[src/rtl/rx_phy_pkg.sv]
// Shared definitions for the 802.11a receive-side symbol control path:
// FSM state codes, RATE field codes and deinterleaver block-size selects.
package rx_phy_pkg;

   localparam int SIG_CODED_BITS = 48;

   localparam logic [2:0] ST_IDLE     = 3'd0;
   localparam logic [2:0] ST_SIGNAL   = 3'd1;
   localparam logic [2:0] ST_WAIT_SIG = 3'd2;
   localparam logic [2:0] ST_DATA     = 3'd3;
   localparam logic [2:0] ST_DONE     = 3'd4;
   localparam logic [2:0] ST_ERROR    = 3'd5;

   localparam logic [3:0] RATE_6M  = 4'b1101;
   localparam logic [3:0] RATE_9M  = 4'b1111;
   localparam logic [3:0] RATE_12M = 4'b0101;
   localparam logic [3:0] RATE_18M = 4'b0111;
   localparam logic [3:0] RATE_24M = 4'b1001;
   localparam logic [3:0] RATE_36M = 4'b1011;
   localparam logic [3:0] RATE_48M = 4'b0001;
   localparam logic [3:0] RATE_54M = 4'b0011;

   localparam logic [1:0] NCBPS_48  = 2'd0;
   localparam logic [1:0] NCBPS_96  = 2'd1;
   localparam logic [1:0] NCBPS_192 = 2'd2;
   localparam logic [1:0] NCBPS_288 = 2'd3;

   function automatic logic [8:0] ncbps_of(input logic [1:0] sel);
      case (sel)
         NCBPS_48:  ncbps_of = 9'd48;
         NCBPS_96:  ncbps_of = 9'd96;
         NCBPS_192: ncbps_of = 9'd192;
         default:   ncbps_of = 9'd288;
      endcase
   endfunction

endpackage

[src/rtl/rx_rate_lut.sv]
// Combinational decode of the 4-bit RATE field into data bits per symbol
// and deinterleaver block-size select; flags codes that are not legal rates.
module rx_rate_lut
   import rx_phy_pkg::*;
(
   input  logic [3:0] rate,
   output logic       valid,
   output logic [7:0] ndbps,
   output logic [1:0] ncbps_sel
);

   always_comb begin
      valid     = 1'b1;
      ndbps     = 8'd0;
      ncbps_sel = NCBPS_48;
      case (rate)
         RATE_6M:  begin ndbps = 8'd24;  ncbps_sel = NCBPS_48;  end
         RATE_9M:  begin ndbps = 8'd36;  ncbps_sel = NCBPS_48;  end
         RATE_12M: begin ndbps = 8'd48;  ncbps_sel = NCBPS_96;  end
         RATE_18M: begin ndbps = 8'd72;  ncbps_sel = NCBPS_96;  end
         RATE_24M: begin ndbps = 8'd96;  ncbps_sel = NCBPS_192; end
         RATE_36M: begin ndbps = 8'd144; ncbps_sel = NCBPS_192; end
         RATE_48M: begin ndbps = 8'd192; ncbps_sel = NCBPS_288; end
         RATE_54M: begin ndbps = 8'd216; ncbps_sel = NCBPS_288; end
         default:  valid = 1'b0;
      endcase
   end

endmodule

[src/rtl/rx_symbol_sequencer.sv]
// Frame controller: gates coded bits into the deinterleaver one OFDM symbol
// at a time, holds upstream during SIGNAL decode, and frames DATA symbols.
module rx_symbol_sequencer
   import rx_phy_pkg::*;
#(
   parameter int SIG_BITS    = SIG_CODED_BITS,
   parameter int SIG_TIMEOUT = 255,
   parameter int REM_W       = 16
) (
   input  logic        clock,
   input  logic        reset,
   input  logic        rx_data,
   input  logic        bit_valid,
   input  logic        in_bit,
   input  logic        sig_valid,
   input  logic [3:0]  sig_rate,
   input  logic [11:0] sig_length,
   input  logic        sig_parity_ok,
   output logic        rx_ready,
   output logic        deint_bit,
   output logic        deint_valid,
   output logic [1:0]  deint_ncbps_sel,
   output logic        sym_start,
   output logic        sym_end,
   output logic        data_phase,
   output logic [10:0] sym_count,
   output logic        rx_end,
   output logic        rx_error
);

   localparam int TW = $clog2(SIG_TIMEOUT + 1);

   logic [2:0]       state;
   logic [2:0]       next_state;
   logic [8:0]       bit_cnt;
   logic [8:0]       sym_len;
   logic [TW-1:0]    timer;
   logic [REM_W-1:0] remaining;
   logic [7:0]       ndbps;
   logic             accept;
   logic             sym_first;
   logic             sym_last;
   logic             last_data;
   logic             sig_good;
   logic             lut_valid;
   logic [7:0]       lut_ndbps;
   logic [1:0]       lut_sel;

   rx_rate_lut u_rate_lut (
      .rate      (sig_rate),
      .valid     (lut_valid),
      .ndbps     (lut_ndbps),
      .ncbps_sel (lut_sel)
   );

   // Carrier loss wins over a same-cycle bit, so rx_data gates acceptance.
   assign rx_ready   = (state == ST_SIGNAL) || (state == ST_DATA);
   assign data_phase = (state == ST_DATA);
   assign accept     = bit_valid && rx_ready && rx_data;
   assign sym_len    = (state == ST_DATA) ? ncbps_of(deint_ncbps_sel) : 9'(SIG_BITS);
   assign sym_first  = (bit_cnt == 9'd0);
   assign sym_last   = (bit_cnt == sym_len - 9'd1);
   assign last_data  = (remaining <= REM_W'(ndbps));
   assign sig_good   = sig_parity_ok && lut_valid && (sig_length != 12'd0);

   always_comb begin
      next_state = state;
      case (state)
         ST_IDLE:     if (rx_data) next_state = ST_SIGNAL;
         ST_SIGNAL: begin
            if (!rx_data)                next_state = ST_ERROR;
            else if (accept && sym_last) next_state = ST_WAIT_SIG;
         end
         ST_WAIT_SIG: begin
            if (!rx_data)                      next_state = ST_ERROR;
            else if (sig_valid)                next_state = sig_good ? ST_DATA : ST_ERROR;
            else if (timer == TW'(SIG_TIMEOUT)) next_state = ST_ERROR;
         end
         ST_DATA: begin
            if (!rx_data)                             next_state = ST_ERROR;
            else if (accept && sym_last && last_data) next_state = ST_DONE;
         end
         ST_DONE, ST_ERROR: if (!rx_data) next_state = ST_IDLE;
         default:     next_state = ST_IDLE;
      endcase
   end

   // rx_end fires the cycle after the final deint_valid, i.e. once the
   // registered last-bit strobe is seen while already sitting in DONE.
   always_ff @(posedge clock or negedge reset) begin
      if (!reset) begin
         state           <= ST_IDLE;
         deint_bit       <= 1'b0;
         deint_valid     <= 1'b0;
         sym_start       <= 1'b0;
         sym_end         <= 1'b0;
         rx_end          <= 1'b0;
         rx_error        <= 1'b0;
         deint_ncbps_sel <= NCBPS_48;
         sym_count       <= 11'd0;
         bit_cnt         <= 9'd0;
         timer           <= '0;
         remaining       <= '0;
         ndbps           <= 8'd0;
      end else begin
         state       <= next_state;
         deint_valid <= accept;
         sym_start   <= accept && sym_first;
         sym_end     <= accept && sym_last;
         rx_error    <= (next_state == ST_ERROR) && (state != ST_ERROR);
         rx_end      <= (state == ST_DONE) && deint_valid && sym_end;
         if (accept) deint_bit <= in_bit;

         case (state)
            ST_IDLE: begin
               if (rx_data) begin
                  bit_cnt         <= 9'd0;
                  sym_count       <= 11'd0;
                  deint_ncbps_sel <= NCBPS_48;
               end
            end
            ST_SIGNAL: begin
               timer <= '0;
               if (accept) bit_cnt <= sym_last ? 9'd0 : bit_cnt + 9'd1;
            end
            ST_WAIT_SIG: begin
               timer <= timer + TW'(1);
               if (sig_valid && sig_good) begin
                  ndbps           <= lut_ndbps;
                  deint_ncbps_sel <= lut_sel;
                  remaining       <= REM_W'(22) + REM_W'({sig_length, 3'b000});
                  bit_cnt         <= 9'd0;
               end
            end
            ST_DATA: begin
               if (accept) begin
                  if (sym_last) begin
                     bit_cnt   <= 9'd0;
                     sym_count <= sym_count + 11'd1;
                     if (!last_data) remaining <= remaining - REM_W'(ndbps);
                  end else begin
                     bit_cnt <= bit_cnt + 9'd1;
                  end
               end
            end
            default: ;
         endcase
      end
   end

endmodule

[config.mk]
export PLATFORM = sky130hd
export DESIGN_NAME = rx_symbol_sequencer
export DESIGN_NICKNAME = d
export VERILOG_FILES = /design/src/rtl/rx_phy_pkg.sv /design/src/rtl/rx_rate_lut.sv /design/src/rtl/rx_symbol_sequencer.sv
export SDC_FILE = /design/constraint.sdc
export NUM_CORES = 1
export LEC_CHECK = 0
export BUFFER_PORTS_ARGS = -buffer_cell sky130_fd_sc_hd__buf_2
export CAP_MARGIN = 20
export CORE_UTILIZATION = 30
export DETAILED_ROUTE_END_ITERATION = 8
export GPL_TIMING_DRIVEN = 1
export PLACE_DENSITY = 0.45
export SLEW_MARGIN = 20
export SYNTH_ARGS = -nofsm -noshare
export SYNTH_HDL_FRONTEND = slang
export SYNTH_SLANG_ARGS = --single-unit
[constraint.sdc]
create_clock -name clock -period 8.2 [get_ports clock]
set_input_delay 1.23 -clock clock [delete_from_list [all_inputs] [get_ports clock]]
set_output_delay 1.23 -clock clock [all_outputs]
set_load 0.01 [all_outputs]
* Yosys cells after proc, flatten, opt, wreduce, memory -nomap -nowiden *
Cells that the tools add are included.

cells by class
  $lt $le $gt $ge = 1
  mux-type cells = 34
  eq/ne operators = 25
  add/subtract/negate cells = 6
  reductions and logical operators = 32

operators with widths
  kind                                                                number
  16-bit 2-to-1 mux                                                   4
  8-bit one-hot mux with 8 select lines                               1
  9-bit one-hot mux with 3 select lines                               2
  9-bit 2-to-1 mux                                                    5
  11-bit 2-to-1 mux                                                   3
  16-bit one-hot mux with 2 select lines                              1
  3-bit 2-to-1 mux                                                    10
  11-bit one-hot mux with 2 select lines                              1
  5-bit by 15-bit adder with 16-bit output, first input constant      1
  4-bit == test, second input constant                                4
  16-bit by 8-bit <= comparator with 1-bit output                     1
  8-bit one-hot mux with 2 select lines                               1
  16-bit by 8-bit subtractor with 16-bit output                       1
  3-bit one-hot mux with 5 select lines                               1
  12-bit nonzero test                                                 1
  11-bit by 1-bit adder with 11-bit output, second input constant     1
  1-bit logical AND                                                   11
  2-bit OR reduction                                                  5
  9-bit by 1-bit adder with 9-bit output, second input constant       1
  3-bit == test, second input constant                                3
  9-bit == test                                                       1
  9-bit zero test                                                     1
  9-bit by 1-bit subtractor with 9-bit output, second input constant  1
  8-bit by 1-bit adder with 8-bit output, second input constant       1
  other kinds (25)                                                    36

storage, ports and cells
  bits of input ports = 23
  logic and storage cells = 111
  output and inout bits = 21
  flip-flop bits (word level) = 63

* Logic depth before layout (Yosys ltp) *
Gate-level depths: netlist (run 1).

  depth after elaboration = 12
  gate-level depth with buffers = 15
  depth with buffers taken out = 11

* Hierarchy *
Synthesis (run 1) repeated with hierarchy kept, for this count alone.

second synthesis, totals
  cell total of the unflattened synthesis = 488
  area, all modules = 4230.3 um^2

by module, submodules not included
  module               area an instance (um^2)  sequential area each (um^2)  instances  cells each
  rx_symbol_sequencer  4103.9                   1576.5                       1          467
  rx_rate_lut          126.4                    0.0                          1          21

* Worst setup path after synthesis (run 1) *
No wires, ideal clock.

  path type = register to register
  start point = reg state[2]
  end point = reg sym_count[8]
  setup slack = 4.751 ns
  clock period less this slack = 3.449 ns
  data arrival time = 3.313 ns
  cell stages (with the launch flop) = 16
  cell sequence = dfrtp_1 -> buf_2 -> nor2b_4 -> nand2_2 -> inv_2 -> buf_6 -> clkbuf_1 -> and2_1 -> ha_1 -> nor4bb_1 -> o21ai_1 -> a21o_1 -> a2111o_1 -> buf_2 -> o41ai_1 -> a21oi_1

on the way
  word-level cells in the longest chain between the ends = 6
  elaborated cells between the ends (all ways) = 15
  those cells by class = add/sub (1); eq/ne (6); mux (2); reduce/logical (6)

RTL lines
  element                                                                                               line                        RTL
  from (decl)                                                                                           rx_symbol_sequencer.sv:33   logic [2:0] state;
  from (signal assigned)                                                                                rx_symbol_sequencer.sv:106  state <= next_state;
  3-bit by 1-bit == test with 1-bit output or 3-bit by 2-bit == test with 1-bit output (tied branches)  rx_symbol_sequencer.sv:57   assign rx_ready = (state == ST_SIGNAL) || (state == ST_DATA);
  1-bit logical OR (*)                                                                                  rx_symbol_sequencer.sv:57
  net rx_ready                                                                                          rx_symbol_sequencer.sv:19   output logic rx_ready,
  1-bit logical AND (*) (2 in series)                                                                   rx_symbol_sequencer.sv:59   assign accept = bit_valid && rx_ready && rx_data;
  2-bit by 1-bit != test with 1-bit output (no source line) (*)                                         --
  4-bit AND reduction (no source line) (*)                                                              --
  to (signal assigned)                                                                                  rx_symbol_sequencer.sv:139  sym_count <= sym_count + 11'd1;
  to (decl)                                                                                             rx_symbol_sequencer.sv:26   output logic [10:0] sym_count,

Mark *: on every way through the listed nets, which the timed path passes. The rest lies on a longest branch.
A chain may end at the register's enable or synchronous reset.

* Worst setup path in the final report (run 1) *
  start point = reg state[0]
  end point = reg remaining[4]

on the way
  word-level cells in the longest chain between the ends = 6
  elaborated cells between the ends (all ways) = 16
  those cells by class = add/sub (1); eq/ne (8); mux (2); reduce/logical (5)

RTL lines
  element                                                                                               line                                                                              RTL
  3-bit by 2-bit == test with 1-bit output or 3-bit by 1-bit == test with 1-bit output (tied branches)  rx_symbol_sequencer.sv:57, rx_symbol_sequencer.sv:60, rx_symbol_sequencer.sv:114
  9-bit 2-to-1 mux or 1-bit logical OR (tied branches)                                                  rx_symbol_sequencer.sv:60, rx_symbol_sequencer.sv:57
  9-bit by 1-bit subtractor with 9-bit output or 1-bit logical AND (tied branches)                      rx_symbol_sequencer.sv:62, rx_symbol_sequencer.sv:59
  9-bit == test or 1-bit logical AND (tied branches)                                                    rx_symbol_sequencer.sv:62, rx_symbol_sequencer.sv:59
  2-bit by 1-bit != test with 1-bit output (no source line)                                             --
  5-bit AND reduction (no source line)                                                                  --
  to (signal assigned)                                                                                  rx_symbol_sequencer.sv:131                                                        remaining <= REM_W'(22) + REM_W'({sig_length, 3'b000});
  to (signal assigned)                                                                                  rx_symbol_sequencer.sv:140                                                        if (!last_data) remaining <= remaining - REM_W'(ndbps);
  to (decl)                                                                                             rx_symbol_sequencer.sv:38                                                         logic [REM_W-1:0] remaining;

Parallel ways exist; a longest one is shown, timed or not.

==> reports/results.txt, run 1 <==
For the worst-skew pair, the clock arrives at the later sink with an insertion delay of 0.33 ns. The logs give 3.75 ns for the worst setup slack after placement and 0 ns for the total negative slack. The power density over cell area was 180 nW/um^2. The routed via count divided by cell count was 5.22. The worst register-to-register path ends at remaining[4]$_DFFE_PN0P_. In the synthesized netlist the dominant register cell turns out to be sky130_fd_sc_hd__dfrtp_1. The core footprint is 13200 um^2, and the synthesized flop and latch total is 60.

The instance count after placement with tap cells included was 677. 44 I/O pins were placed. The run gives 0 as the cts-stage hold buffer count. TritonCTS built the clock tree.

The worst-case IR drop observed on VDD is 94.6 uV. The DRC violation count after routing is 0, and the standby leakage power is 0.00203 uW. The slowest stage of the critical path belongs to the cell sky130_fd_sc_hd__nor4_2. The number of antenna violations at the first check in global routing was 0. The post-route non-filler standard cell count came out at 692.

Counting along the longest clock path gives a buffer depth of 2. The buffers inserted during post-CTS setup optimization is 0, and the footprint of the multi-input gates is 2350 um^2. In the synthesized netlist, the number of instances is 477. The die span in x works out to 118 um. The logs give 0 for the total overflow reported by the global router and 0 for the final antenna diode count. The first global-routing pass estimated 18100 um of wire. Entering global routing, the biggest net connects 61 pins. The die covers 14000 um^2.

In the final layout, flip-flops and latches occupy 1500 um^2. Post-synth design cell area: 4060 um^2. The run finished with clean final reports.

The root buffer cell is sky130_fd_sc_hd__clkbuf_16. For the number of violations of the max-capacitance limit, the log shows 0. The minimum setup slack in the final design is 3.68 ns.

The run gives 221 MHz as the highest clock rate. In the synthesized netlist, the cells that appear most often are 60 x sky130_fd_sc_hd__dfrtp_1, 50 x sky130_fd_sc_hd__nand2_1, 38 x sky130_fd_sc_hd__o21ai_0. Buffers inserted during clock tree synthesis total 9. The endpoint class of the critical path was a register. The count of cells along the worst register-to-register path was 11. The clock tree skew after final layout was 0.00704 ns; the share of synthesized area occupied by flip-flops and latches was 37.0%.

In the global route stage, overall resource usage came out at 16.1%. The logs give 516 for the total nets after synthesis and 0 for the max-slew violation count. The async set-reset flop share out of synthesis was 100%; the clock period minus final worst setup slack was 4.52 ns. Detailed placement finished with a half-perimeter wire length of 7580 um. The routed wire length per instance is 15.5 um, and the post-layout net count is 551. The clock tree synthesis step divided the H-tree into 3 levels.

For the total vias in the final route, the log shows 3609. The tools report the count of yosys warnings during synthesis as 0. The number of global-route vias before repair came out at 3537. The starting utilization of the core area came out at 30.7%. Once the clock tree was built, the resizer swapped 0 gates to a different size. The tools report the number of distinct library cell variants in the gate-level netlist after synthesis as 67. For the site row count, the log shows 42.

After synthesis, the cell types taking the most area are sky130_fd_sc_hd__dfrtp_1 37%, sky130_fd_sc_hd__o21ai_0 4.7%, sky130_fd_sc_hd__ha_1 4.6%. The most common cell in the synthesized netlist is sky130_fd_sc_hd__dfrtp_1. In this run the remaining antenna-violating nets after routing total 0. The startpoint kind of the worst setup timing path was a register. At the worst endpoint, the arrival time is 4.71 ns. The startpoint identified for the worst hold timing path is remaining[1]$_DFFE_PN0P_.

The path with the worst hold slack has its endpoint at remaining[1]$_DFFE_PN0P_. The area share of the largest cell type after synthesis works out to 37.0%. On the critical path the largest part of the delay comes from simple AND/OR/NAND/NOR gates. The worst hold path stage count was 1. The total of buffers placed on input and output ports is 43. From bottom edge to top edge, the die measures 118 um.

The congestion estimate from routability-driven global placement came to 0.794. The iteration-0 DRC count of the detailed router was 193; the mean cell area of the mapped netlist was 8.51 um^2. The setup slack on the worst flop-to-flop path is 3.68 ns. The startpoint identified for the worst register-to-register timing path is state[0]$_DFF_PN0_. The clock transition time at the flip-flop clock pins of the worst setup and hold paths works out to 0.05 ns. The critical setup path kind is reg2reg. For this run, the slowest stage of the critical path takes 0.89 ns. The run gives 4690 um^2 as the area of all placed cells without fillers. The fraction of final layout cells sized beyond drive strength 1 was 13.6%. Setup repair after global routing left no endpoint under its margin.

The worst path uses 55.1% of the clock period. The data required time of the critical path is 8.39 ns. The number of failing hold endpoints at the final stage was 0. The design draws 844 uW. Cell type with the highest aggregate area in the netlist: sky130_fd_sc_hd__dfrtp_1. Counting flops with a built-in enable in the synthesized netlist gives 0. The buffers plus inverters on the worst setup path was 1.

The max-slew headroom at the worst pin is 34.3%. Walking the worst path, the cells encountered are nor2b_4 -> nand2_2 -> inv_2 -> and2_1 -> ha_1 -> xor2_1 -> mux2i_1 -> a211oi_2 -> nor4_2 -> o21ai_0 -> o2bb2ai_1. From synthesis to final layout, the design area changed by 15.6%. For the filler cell count, the log shows 1425. The total routed wirelength is 10700 um, and the number of iterations in the first detailed-routing pass is 4.

The count of endpoints failing setup in the final report is 0, and the transition time of the tightest slew-check pin is 0.977 ns. In this run the worst path has a maximum fanout of 29. CTS saw 60 sinks. The kind of path behind the tightest hold check was reg2reg. The run gives 4420 um^2 as the placement-stage cell area.
[cell type report]
type / instances / area share [%]
multi-input combinational: 366 / 50.2
sequential: 60 / 32.0
clock buffer: 13 / 5.55
timing repair buffer: 46 / 5.07
tap: 176 / 4.69
inverter: 29 / 2.32
clock inverter: 2 / 0.213
[through the flow]
step | hold WS (ns) | util (%)
2_1_floorplan | 0.435 | -
3_3_place_gp | 0.453 | 33.4
3_5_place_dp | 0.463 | 33.4
4_1_cts | 0.476 | 35.4
5_1_grt | 0.496 | 35.4
6_report | 0.472 | 35.4
[logic make-up after synthesis]
| group | Yosys count | synth area share, % |
|---|---|---|
| mux | 5 | 1.26 |
| compound gates | 140 | 23.6 |
| simple gates | 187 | 24.1 |
| xor+xnor | 18 | 3.88 |
| buf+inv | 51 | 5.05 |
| flops | 60 | 37.0 |
| fa+ha+maj | 16 | 5.12 |
[routing by layer]
metal	vias to the layer above	global-route usage [%]	part of all wire [%]
li1	1829	-	-
met1	1719	21.4	49
met2	49	26.2	47
met3	12	2.99	2.3
met4	0	5.29	1.3
met5	-	0	0
[registers in the layout (all words and copies together) (netlist names)]
signal and cells:
ndbps 6, deint_valid 1, timer 8, deint_bit 1
deint_ncbps_sel 2, sym_start 1, state 3, rx_error 1
bit_cnt 9, sym_count 11, remaining 15, rx_end 1
sym_end 1
[worst max-delay path by stage]
stage / from / to / slack [ns] / cells after the start
after floorplan: state[2]$_DFF_PN0_ / sym_count[8]$_DFFE_PN0P_ / 4.75 / 15
after global placement: state[0]$_DFF_PN0_ / sym_count[6]$_DFFE_PN0P_ / 3.89 / 11
after detailed placement: state[0]$_DFF_PN0_ / remaining[4]$_DFFE_PN0P_ / 3.75 / 11
after CTS: state[0]$_DFF_PN0_ / remaining[4]$_DFFE_PN0P_ / 3.72 / 11
after global routing: state[0]$_DFF_PN0_ / remaining[4]$_DFFE_PN0P_ / 3.34 / 11
final: state[0]$_DFF_PN0_ / remaining[4]$_DFFE_PN0P_ / 3.68 / 11
[layout by cell type (no fill, tap or decap), drive strengths merged, types with 4 or more instances in the layout]
cell / n
a21o: 10
nand4: 15
clkbuf: 13
and2: 4
o21a: 5
buf: 46
nand2: 51
o21ai: 39
ha: 15
nor3: 12
dfrtp: 60
inv: 29
o31ai: 12
xor2: 6
nor2b: 7
or4: 7
a211o: 4
a31oi: 4
xnor2: 12
nand3: 27
a21oi: 24
a22oi: 4
o21bai: 4
and3: 11
nor2: 30
mux2i: 4
nor4: 9
[report_power, final]
group	internal, uW	total (uW)	leakage, uW	switching (uW)
Clock	218	347	0.000135	129
Sequential	311	346	0.000798	34.8
Combinational	60.2	151	0.00109	90.8
Power figures use the tool's default switching activity.
==> inputs of run 2 (changes only) <==
--- a/config.mk
+++ b/config.mk
@@ -10,7 +10,7 @@
 export CORE_UTILIZATION = 30
 export DETAILED_ROUTE_END_ITERATION = 8
 export GPL_TIMING_DRIVEN = 1
-export PLACE_DENSITY = 0.45
+export PLACE_DENSITY = 0.47
 export SLEW_MARGIN = 20
 export SYNTH_ARGS = -nofsm -noshare
 export SYNTH_HDL_FRONTEND = slang
==> constraint.sdc (replaced) <==
create_clock -name clock -period 4 [get_ports clock]
set_input_delay 0.6 -clock clock [delete_from_list [all_inputs] [get_ports clock]]
set_output_delay 0.6 -clock clock [all_outputs]
set_load 0.01 [all_outputs]
==> run 2 against run 1 <==
Clock power rose by 110%. Combinational power rose by 130%. Non-clock buffer count rose by 9. Global-route usage rose by 0.50 points. Routed wire length rose by 1.8%. Sequential cell count did not move. Maximum frequency rose by 23%. First-iteration DRC count fell by 4.1%. Sequential share of layout area fell by 0.45 points. Final cell count rose by 1.3%. Clock skew barely moved. Register-to-register slack got worse by 3.4 ns. Critical endpoint is now sym_count[6]$_DFFE_PN0P_.
==> reports/results.txt, run 2 (synthesis results as in run 1) <==
The run gives 0 (unchanged) as the total overflow reported by the global router. The cell sitting at the root of the clock tree is a sky130_fd_sc_hd__clkbuf_16. The ratio of final minimum period to clock period was 91.7% (+37 points); the post-layout net count was 560 (+1.6%). The die outline height is 118 um (unchanged). Site row count: 42 (unchanged). The logs give 3.92 ns (-0.79 ns) for the critical path data arrival time and 16.6% (+0.50 points) for the combined global-route utilization of all metal layers. The run gives 13200 um^2 (unchanged) as the core footprint. STA classifies the critical path startpoint as a register. The worst setup path is captured at a register. Number of flip-flops under the largest register name: 15 (unchanged). The run gives 4.25 ns (-4.14 ns) as the data required time of the critical path.

The run gives 3758 (+4.1%) as the total vias in the final route. The iteration-0 DRC count of the detailed router came out at 185 (-4.1%). The count of boundary I/O pins is 44 (unchanged), and the number of buffers added by the clock tree synthesis step is 9 (unchanged). The clock latency at the later pin of the worst-skew pair is 0.33 ns (about the same), and the count of H-tree levels built during CTS is 3 (unchanged). Critical setup path kind: reg2reg. The clock transition time at the flip-flop clock pins of the worst setup and hold paths was 0.05 ns (about the same). The number of global-route vias before repair was 3628 (+2.6%). The layout overhead on the synthesized area came out at 17.2%. The total negative slack is 0 ns (unchanged), and the routed wire length per instance is 15.6 um (+0.51%). The most frequent standard cell in the layout excluding fill and tap cells was sky130_fd_sc_hd__dfrtp_1. The max-slew violation count is 0 (unchanged). The tools report the total internal power as 1220 uW (+110%). For the final antenna diode count, the log shows 0 (unchanged).

For the count of endpoints failing setup in the final report, the log shows 0 (unchanged). The total routed wirelength is 10900 um (+1.8%), and the area taken by flip-flops and latches is 1500 um^2 (unchanged). The residual antenna-violating net count after detailed routing was 0 (unchanged).

The routed via count divided by cell count works out to 5.36 (+2.8%). Setup repair after global routing left no endpoint under its margin. The number of iterations in the first detailed-routing pass came out at 4 (unchanged). Switching portion of total power: 30.2% (+0.081 points). The run finished with clean final reports. The tools report the number of antenna violations at the first check in global routing as 0 (unchanged). The DRC violation count after routing came out at 0 (unchanged). The transition time of the tightest slew-check pin works out to 0.890 ns (-0.0871 ns). The number of gates resized after cts was 0 (unchanged). In this run the worst hold path is classified as in2async. Die span in x: 118 um (unchanged).

The register with the most flip-flops in the final layout is remaining. Fraction of final layout cells sized beyond drive strength 1: 15.0% (+1.5 points). In the final layout, the registers with the most flip-flops are remaining x15, sym_count x11, bit_cnt x9. The power density over cell area was 368 nW/um^2 (+100%); the maximum fanout count along the critical path was 17 (-41%). The post-route non-filler standard cell count came out at 701 (+1.3%). The post-detailed-placement half-perimeter wirelength was 7810 um (+3.0%). The highest clock rate was 273 MHz (+23%). The footprint of the multi-input gates came out at 2350 um^2 (unchanged). The wire length of the first global-routing pass was 18500 um (+2.4%); the number of failing hold endpoints at the final stage was 0 (unchanged). The post-route total power is 1750 uW (+110%). For the maximum number of pins on one net before global-route repair, the log shows 37 (-39%). The tools report the max-slew headroom at the worst pin as 40.7% (+6.4 points).

The instance count after placement with tap cells included came out at 686 (+1.3%). The minimum setup slack in the final design came out at 0.331 ns (-3.35 ns). For the buffers inserted during post-CTS setup optimization, the log shows 0 (unchanged). Number of violations of the max-capacitance limit: 0 (unchanged).

The net switching component of the power is 529 uW (+110%), and the filler cell count is 1409 (-1.1%). The logs give 177 uV (+88%) for the highest ir drop seen on vdd and 0.00716 ns (+0.000112 ns) for the clock tree skew after final layout. Cts-stage hold buffer count: 0 (unchanged).

In the layout the commonest cells are 60 x sky130_fd_sc_hd__dfrtp_1, 50 x sky130_fd_sc_hd__nand2_1, 43 x sky130_fd_sc_hd__buf_2. The clock network fraction of total power is 40.7% (-0.4 points), and the clock period minus final worst setup slack is 3.67 ns (-0.846 ns). The total of buffers placed on input and output ports was 43 (unchanged). The number of buffers on the longest clock path is 2 (unchanged), and the clock sink count is 60 (unchanged). The tools report the standby leakage power as 0.00207 uW (+2.2%). For the starting utilization of the core area, the log shows 30.7% (unchanged).

The tools report the weighted congestion at the end of routability-driven global placement as 0.799 (+0.74%). The worst setup slack after placement came out at 0.351 ns (-3.40 ns). The run gives 39.0% (-2.0 points) as the register share of total power. The logs give 20.2% (+2.3 points) for the combinational cell fraction of total power and 14000 um^2 (unchanged) for the die area. TritonCTS built the clock tree.
-- run 2: cell types whose count changed in the layout (fill, tap and decap cells not counted), sizes merged --
cell  previous run  this run
buf             46        55
-- run 2: per-stage QoR --
| stage | area, um^2 | utilization (%) | hold WS (ns) |
|---|---|---|---|
| 2_1_floorplan | 4060 | - | 0.304 |
| 3_5_place_dp | 4490 | 33.9 | 0.469 |
| 3_3_place_gp | 4490 | 33.9 | 0.458 |
| 4_1_cts | 4760 | 35.9 | 0.436 |
| 5_1_grt | 4760 | 35.9 | 0.479 |
| 6_report | 4760 | 35.9 | 0.397 |
-- run 2: layer usage --
| layer | vias up | routed length, um | track usage [%] |
|---|---|---|---|
| met4 | 0 | 158 | 8.09 |
| li1 | 1864 | - | - |
| met5 | - | 0 | 0 |
| met1 | 1809 | 5200 | 22.0 |
| met3 | 8 | 340 | 2.12 |
| met2 | 77 | 5240 | 26.7 |
-- run 2: power by group through the flow --
stage                     logic (uW)  registers [uW]  clock network [uW]
after CTS                        360             681                 734
after detailed placement         358             690                   0
after global routing             401             688                 758
final                            354             683                 713
after global placement           357             688                   0
after floorplan                  256             668                   0
-- run 2: final timing paths --
check / from / end / slack, ns / cells after the start
worst max-delay path: deint_ncbps_sel[0]$_DFFE_PN0P_ / sym_count[6]$_DFFE_PN0P_ / 0.33 / 10
worst min-delay path: reset / timer[1]$_DFFE_PN0P_ / 0.40 / 1
worst max register to register: deint_ncbps_sel[0]$_DFFE_PN0P_ / sym_count[6]$_DFFE_PN0P_ / 0.33 / 10
worst min register to register: ndbps[6]$_DFFE_PN0P_ / ndbps[6]$_DFFE_PN0P_ / 0.48 / 2
max in group asynchronous: reset / remaining[11]$_DFFE_PN0P_ / 2.72 / 2
min in group clock: in_bit / deint_bit$_DFFE_PN0P_ / 0.46 / 3
-- run 2: layout make-up --
cell class	count	share of cell area (%)
clock inverters	2	0.210
multi-input cells	366	49.4
flip-flops and latches	60	31.5
inverters	29	2.29
repair buffers	55	6.41
clock buffers	13	5.47
well taps	176	4.63
-- run 2: worst max-delay path, cell delays in order, from the launching register on --
cell                       delay [ns]
sky130_fd_sc_hd__dfrtp_1         0.39
sky130_fd_sc_hd__inv_1           0.08
sky130_fd_sc_hd__ha_1            0.24
sky130_fd_sc_hd__nor4bb_1        0.45
sky130_fd_sc_hd__ha_1            0.32
sky130_fd_sc_hd__nor4bb_1        0.38
sky130_fd_sc_hd__o21ai_1         0.17
sky130_fd_sc_hd__a21o_1          0.25
sky130_fd_sc_hd__a2111o_1        0.60
sky130_fd_sc_hd__or4_1           0.57
sky130_fd_sc_hd__a21oi_1         0.15
==> inputs of run 3 (changes only) <==
--- a/config.mk
+++ b/config.mk
@@ -14,4 +14,5 @@
 export SLEW_MARGIN = 20
 export SYNTH_ARGS = -nofsm -noshare
 export SYNTH_HDL_FRONTEND = slang
+export SYNTH_HIERARCHICAL = 1
 export SYNTH_SLANG_ARGS = --single-unit
==> run 3 against run 2 <==
The flow now finishes with violations (design-rule violations). First-iteration DRC count is 2.7% lower. Largest cell class unchanged. Via count is 0.82% lower. Non-clock buffer count down 1. Combinational power decreased by 24%. Synthesized cell count is 2.3% higher. Design area grew 4.6%. Sequential share of layout area is 0.13 points higher.
==> reports/results.txt, run 3 <==
The critical path depth came out at 11 (+1). The tools report the standby leakage power as 0.00232 uW (+12%). The area of all placed cells without fillers is 4980 um^2 (+4.6%), and the routed via count divided by cell count is 5.22 (-2.6%).

The critical path goes through inv_1 -> ha_1 -> and4bb_2 -> ha_1 -> nor4b_1 -> a211oi_1 -> and3_1 -> or4_4 -> o31a_1 -> nor4b_1 -> mux2i_1. For the residual antenna-violating net count after detailed routing, the log shows 0 (unchanged). The final reports fail on design-rule violations. Among all cell types in the netlist, the one instantiated most often is sky130_fd_sc_hd__dfrtp_1. The clock transition time at the flip-flop clock pins of the worst setup and hold paths is 0.05 ns (about the same). The number of gates resized after cts is 0 (unchanged).

The logs give 1389 (-1.4%) for the filler cell count and 3 (unchanged) for the count of H-tree levels built during CTS. The combinational cell fraction of total power is 14.7% (-5.5 points), and the total of buffers placed on input and output ports is 43 (unchanged). The share of synthesized area occupied by flip-flops and latches is 37.3% (+0.29 points). The DRC violation count after routing was 1 (+1).

For the placement-stage cell area, the log shows 4650 um^2 (+3.6%). The site row count was 43 (+2.4%). The run gives 14600 um^2 (+4.1%) as the die area. The tools report the clock latency at the later pin of the worst-skew pair as 0.34 ns (about the same). For the number of buffers on the longest clock path, the log shows 2 (unchanged). The startpoint kind of the worst setup timing path was a register. The run gives 180 (-2.7%) as the iteration-0 DRC count of the detailed router. The count of cells along the worst register-to-register path was 11 (+1); the instance count after placement with tap cells included was 699 (+1.9%). Family with the most delay on the worst path: simple AND/OR/NAND/NOR gates.

The power density over cell area is 368 nW/um^2 (+0.15%). The flow ran to the end, but the final reports show violations. The tools report the cts-stage hold buffer count as 0 (unchanged). The commonest register cell after synthesis was sky130_fd_sc_hd__dfrtp_1. The run gives 0 ns (unchanged) as the total negative slack. The number of global-route vias before repair came out at 3557 (-2.0%).

The async set-reset flop share out of synthesis was 100% (unchanged). The clock network fraction of total power was 48.1% (+7.4 points). The max-slew violation count is 0 (unchanged).

The tools report the minimum setup slack in the final design as 0.364 ns (+0.0336 ns). The buffers inserted during post-CTS setup optimization is 0 (unchanged), and the number of distinct library cell variants in the gate-level netlist after synthesis is 69 (+3.0%). Setup repair after global routing left no endpoint under its margin.

The clock period minus final worst setup slack was 3.64 ns (-0.0336 ns); the post-route non-filler standard cell count was 714 (+1.9%). The worst hold slack across all endpoints was 0.382 ns (-0.0152 ns). The number of synthesized flops with an enable pin came out at 0 (unchanged). TritonCTS built the clock tree. The highest clock rate came out at 275 MHz (+0.92%).

The synthesized flop and latch total came out at 63 (+5.0%). In the layout the commonest cells are 63 x sky130_fd_sc_hd__dfrtp_1, 53 x sky130_fd_sc_hd__o21ai_0, 43 x sky130_fd_sc_hd__nand2_1, 43 x sky130_fd_sc_hd__buf_2, 30 x sky130_fd_sc_hd__inv_1. The total internal power was 1360 uW (+12%). The logs give 6 (+2) for the number of iterations in the first detailed-routing pass and 0 (unchanged) for the number of violations of the max-capacitance limit. The root buffer cell is sky130_fd_sc_hd__clkbuf_16. The die span in x works out to 121 um (+2.0%).

The ratio of final minimum period to clock period is 90.9% (-0.84 points), and the highest ir drop seen on vdd is 192 uV (+8.2%). Cell type with the highest aggregate area in the netlist: sky130_fd_sc_hd__dfrtp_1. The buffers plus inverters on the worst setup path was 1 (unchanged). The combined global-route utilization of all metal layers was 16.5% (-0.13 points).

The worst setup path is captured at a register. The register with the most flip-flops in the final layout is remaining. The fraction of final layout cells sized beyond drive strength 1 is 17.8% (+2.7 points), and the synthesized instance count is 488 (+2.3%). The count of yosys warnings during synthesis was 6 (+6).

The final antenna diode count is 0 (unchanged). The area share of the largest cell type after synthesis is 37.3% (+0.29 points), and the maximum fanout count along the critical path is 17 (unchanged). The clock sink count was 63 (+5.0%).

The critical path data arrival time was 3.89 ns (-0.03 ns); the core footprint was 13800 um^2 (+4.4%). The starting utilization of the core area is 30.6% (-0.065 points), and the maximum number of pins on one net before global-route repair is 38 (+2.7%). For the total vias in the final route, the log shows 3727 (-0.82%). The post-detailed-placement half-perimeter wirelength was 8120 um (+4.0%). The register share of total power is 37.1% (-1.9 points). The clock tree skew after final layout was 0.00636 ns (-0.000797 ns); the switching portion of total power was 25.5% (-4.7 points). The run gives 11100 um (+1.8%) as the total routed wirelength. Ranked by total cell area, the synthesized netlist is headed by sky130_fd_sc_hd__dfrtp_1 37%, sky130_fd_sc_hd__o21ai_0 6.3%, sky130_fd_sc_hd__ha_1 5.0%. The logs give 0 (unchanged) for the total overflow reported by the global router and 0 (unchanged) for the number of failing hold endpoints at the final stage.

Ranked by instance count, the synthesized netlist is headed by 63 x sky130_fd_sc_hd__dfrtp_1, 53 x sky130_fd_sc_hd__o21ai_0, 43 x sky130_fd_sc_hd__nand2_1. The kind of path behind the tightest hold check was in2async. The die outline height works out to 121 um (+2.0%). The mean cell area of the mapped netlist works out to 8.67 um^2 (+1.8%). Number of antenna violations at the first check in global routing: 0 (unchanged).

Delay contributed by the slowest stage of the critical path: 0.58 ns (-0.02 ns). The library cell used most frequently in the layout, excluding fill and tap cells, is sky130_fd_sc_hd__dfrtp_1. The post-synth design cell area was 4230 um^2 (+4.2%). The number of flip-flops under the largest register name is 16 (+1), and the weighted congestion at the end of routability-driven global placement is 0.759 (-5.1%). The setup path with the least slack is of type reg2reg. The highest-delay cell along the critical path is sky130_fd_sc_hd__or4_4. The count of endpoints failing setup in the final report is 0 (unchanged). The routed wire length per instance is 15.6 um (about the same). The count of boundary I/O pins is 44 (unchanged), and the transition time of the tightest slew-check pin is 0.865 ns (-0.0245 ns). The number of buffers added by the clock tree synthesis step came out at 9 (unchanged). The net switching component of the power came out at 468 uW (-12%). The tools report the data required time of the critical path as 4.25 ns (about the same). Relative to the synthesized area, the layout overhead comes to 17.7%. The post-layout net count came out at 571 (+2.0%).

The largest registers in the layout are remaining x16, sym_count x11, bit_cnt x9. For the wire length of the first global-routing pass, the log shows 18500 um (+0.18%). The logs give 0.355 ns (+0.00353 ns) for the worst setup slack after placement and 42.3% (+1.6 points) for the max-slew headroom at the worst pin.
-- run 3: power by group through the flow --
stage	Sequential [uW]	Combinational, uW	Clock, uW
6_report	681	270	882
5_1_grt	684	304	941
4_1_cts	681	273	906
3_5_place_dp	692	272	0
3_3_place_gp	691	273	0
2_1_floorplan	691	167	0
-- run 3: area by class of cell --
| class | count | area (um^2) | share of cell area, % |
|---|---|---|---|
| multi-input combinational | 371 | 2430 | 48.9 |
| sequential | 63 | 1580 | 31.7 |
| timing repair buffer | 54 | 298 | 5.98 |
| clock buffer | 11 | 233 | 4.68 |
| tap | 180 | 225 | 4.52 |
| inverter | 31 | 116 | 2.34 |
| clock inverter | 4 | 95.1 | 1.91 |
-- run 3: worst paths after layout --
check                                          startpoint                   endpoint  slack [ns]
hold / removal                                      reset   sym_count[2]$_DFFE_PN0P_        0.38
min in group clock                                 in_bit      deint_bit$_DFFE_PN0P_        0.46
max in group asynchronous                           reset   remaining[1]$_DFFE_PN0P_        2.72
setup reg to reg           deint_ncbps_sel[0]$_DFFE_PN0P_  sym_count[10]$_DFFE_PN0P_        0.36
setup / recovery           deint_ncbps_sel[0]$_DFFE_PN0P_  sym_count[10]$_DFFE_PN0P_        0.36
hold reg to reg                     deint_bit$_DFFE_PN0P_      deint_bit$_DFFE_PN0P_        0.47
-- run 3: routing by layer --
metal  GRT usage (%)  wire (um)  up-vias
li1                -          -     1849
met1            22.5       5480     1784
met2            25.2       5020       81
met3            3.77        413       13
met4            6.10        223        0
met5               0          0        -
-- run 3: cells by family after synthesis --
family	after synthesis	share of synthesized area (%)
AND/OR/NAND/NOR	178	23.4
AO/OA/AOI/OAI	144	21.9
flip-flops	63	37.3
buffers and inverters	55	5.29
adder cells (fa/ha/maj)	18	5.50
XOR/XNOR	18	3.73
multiplexers	11	2.81
other	1	0.0886
-- run 3: stage by stage --
step                util (%)  power, uW
floorplan                  -        858
global placement        33.6        964
detailed placement      33.6        964
CTS                     36.0       1860
global route            36.0       1930
finish                  36.0       1830
-- run 3: worst reg2reg max path, cell delays in order, from the launching register on --
cell and delay [ns]:
sky130_fd_sc_hd__dfrtp_1 0.38, sky130_fd_sc_hd__inv_1 0.09, sky130_fd_sc_hd__ha_1 0.21, sky130_fd_sc_hd__and4bb_2 0.33
sky130_fd_sc_hd__ha_1 0.25, sky130_fd_sc_hd__nor4b_1 0.27, sky130_fd_sc_hd__a211oi_1 0.09, sky130_fd_sc_hd__and3_1 0.20
sky130_fd_sc_hd__or4_4 0.58, sky130_fd_sc_hd__o31a_1 0.45, sky130_fd_sc_hd__nor4b_1 0.47, sky130_fd_sc_hd__mux2i_1 0.24
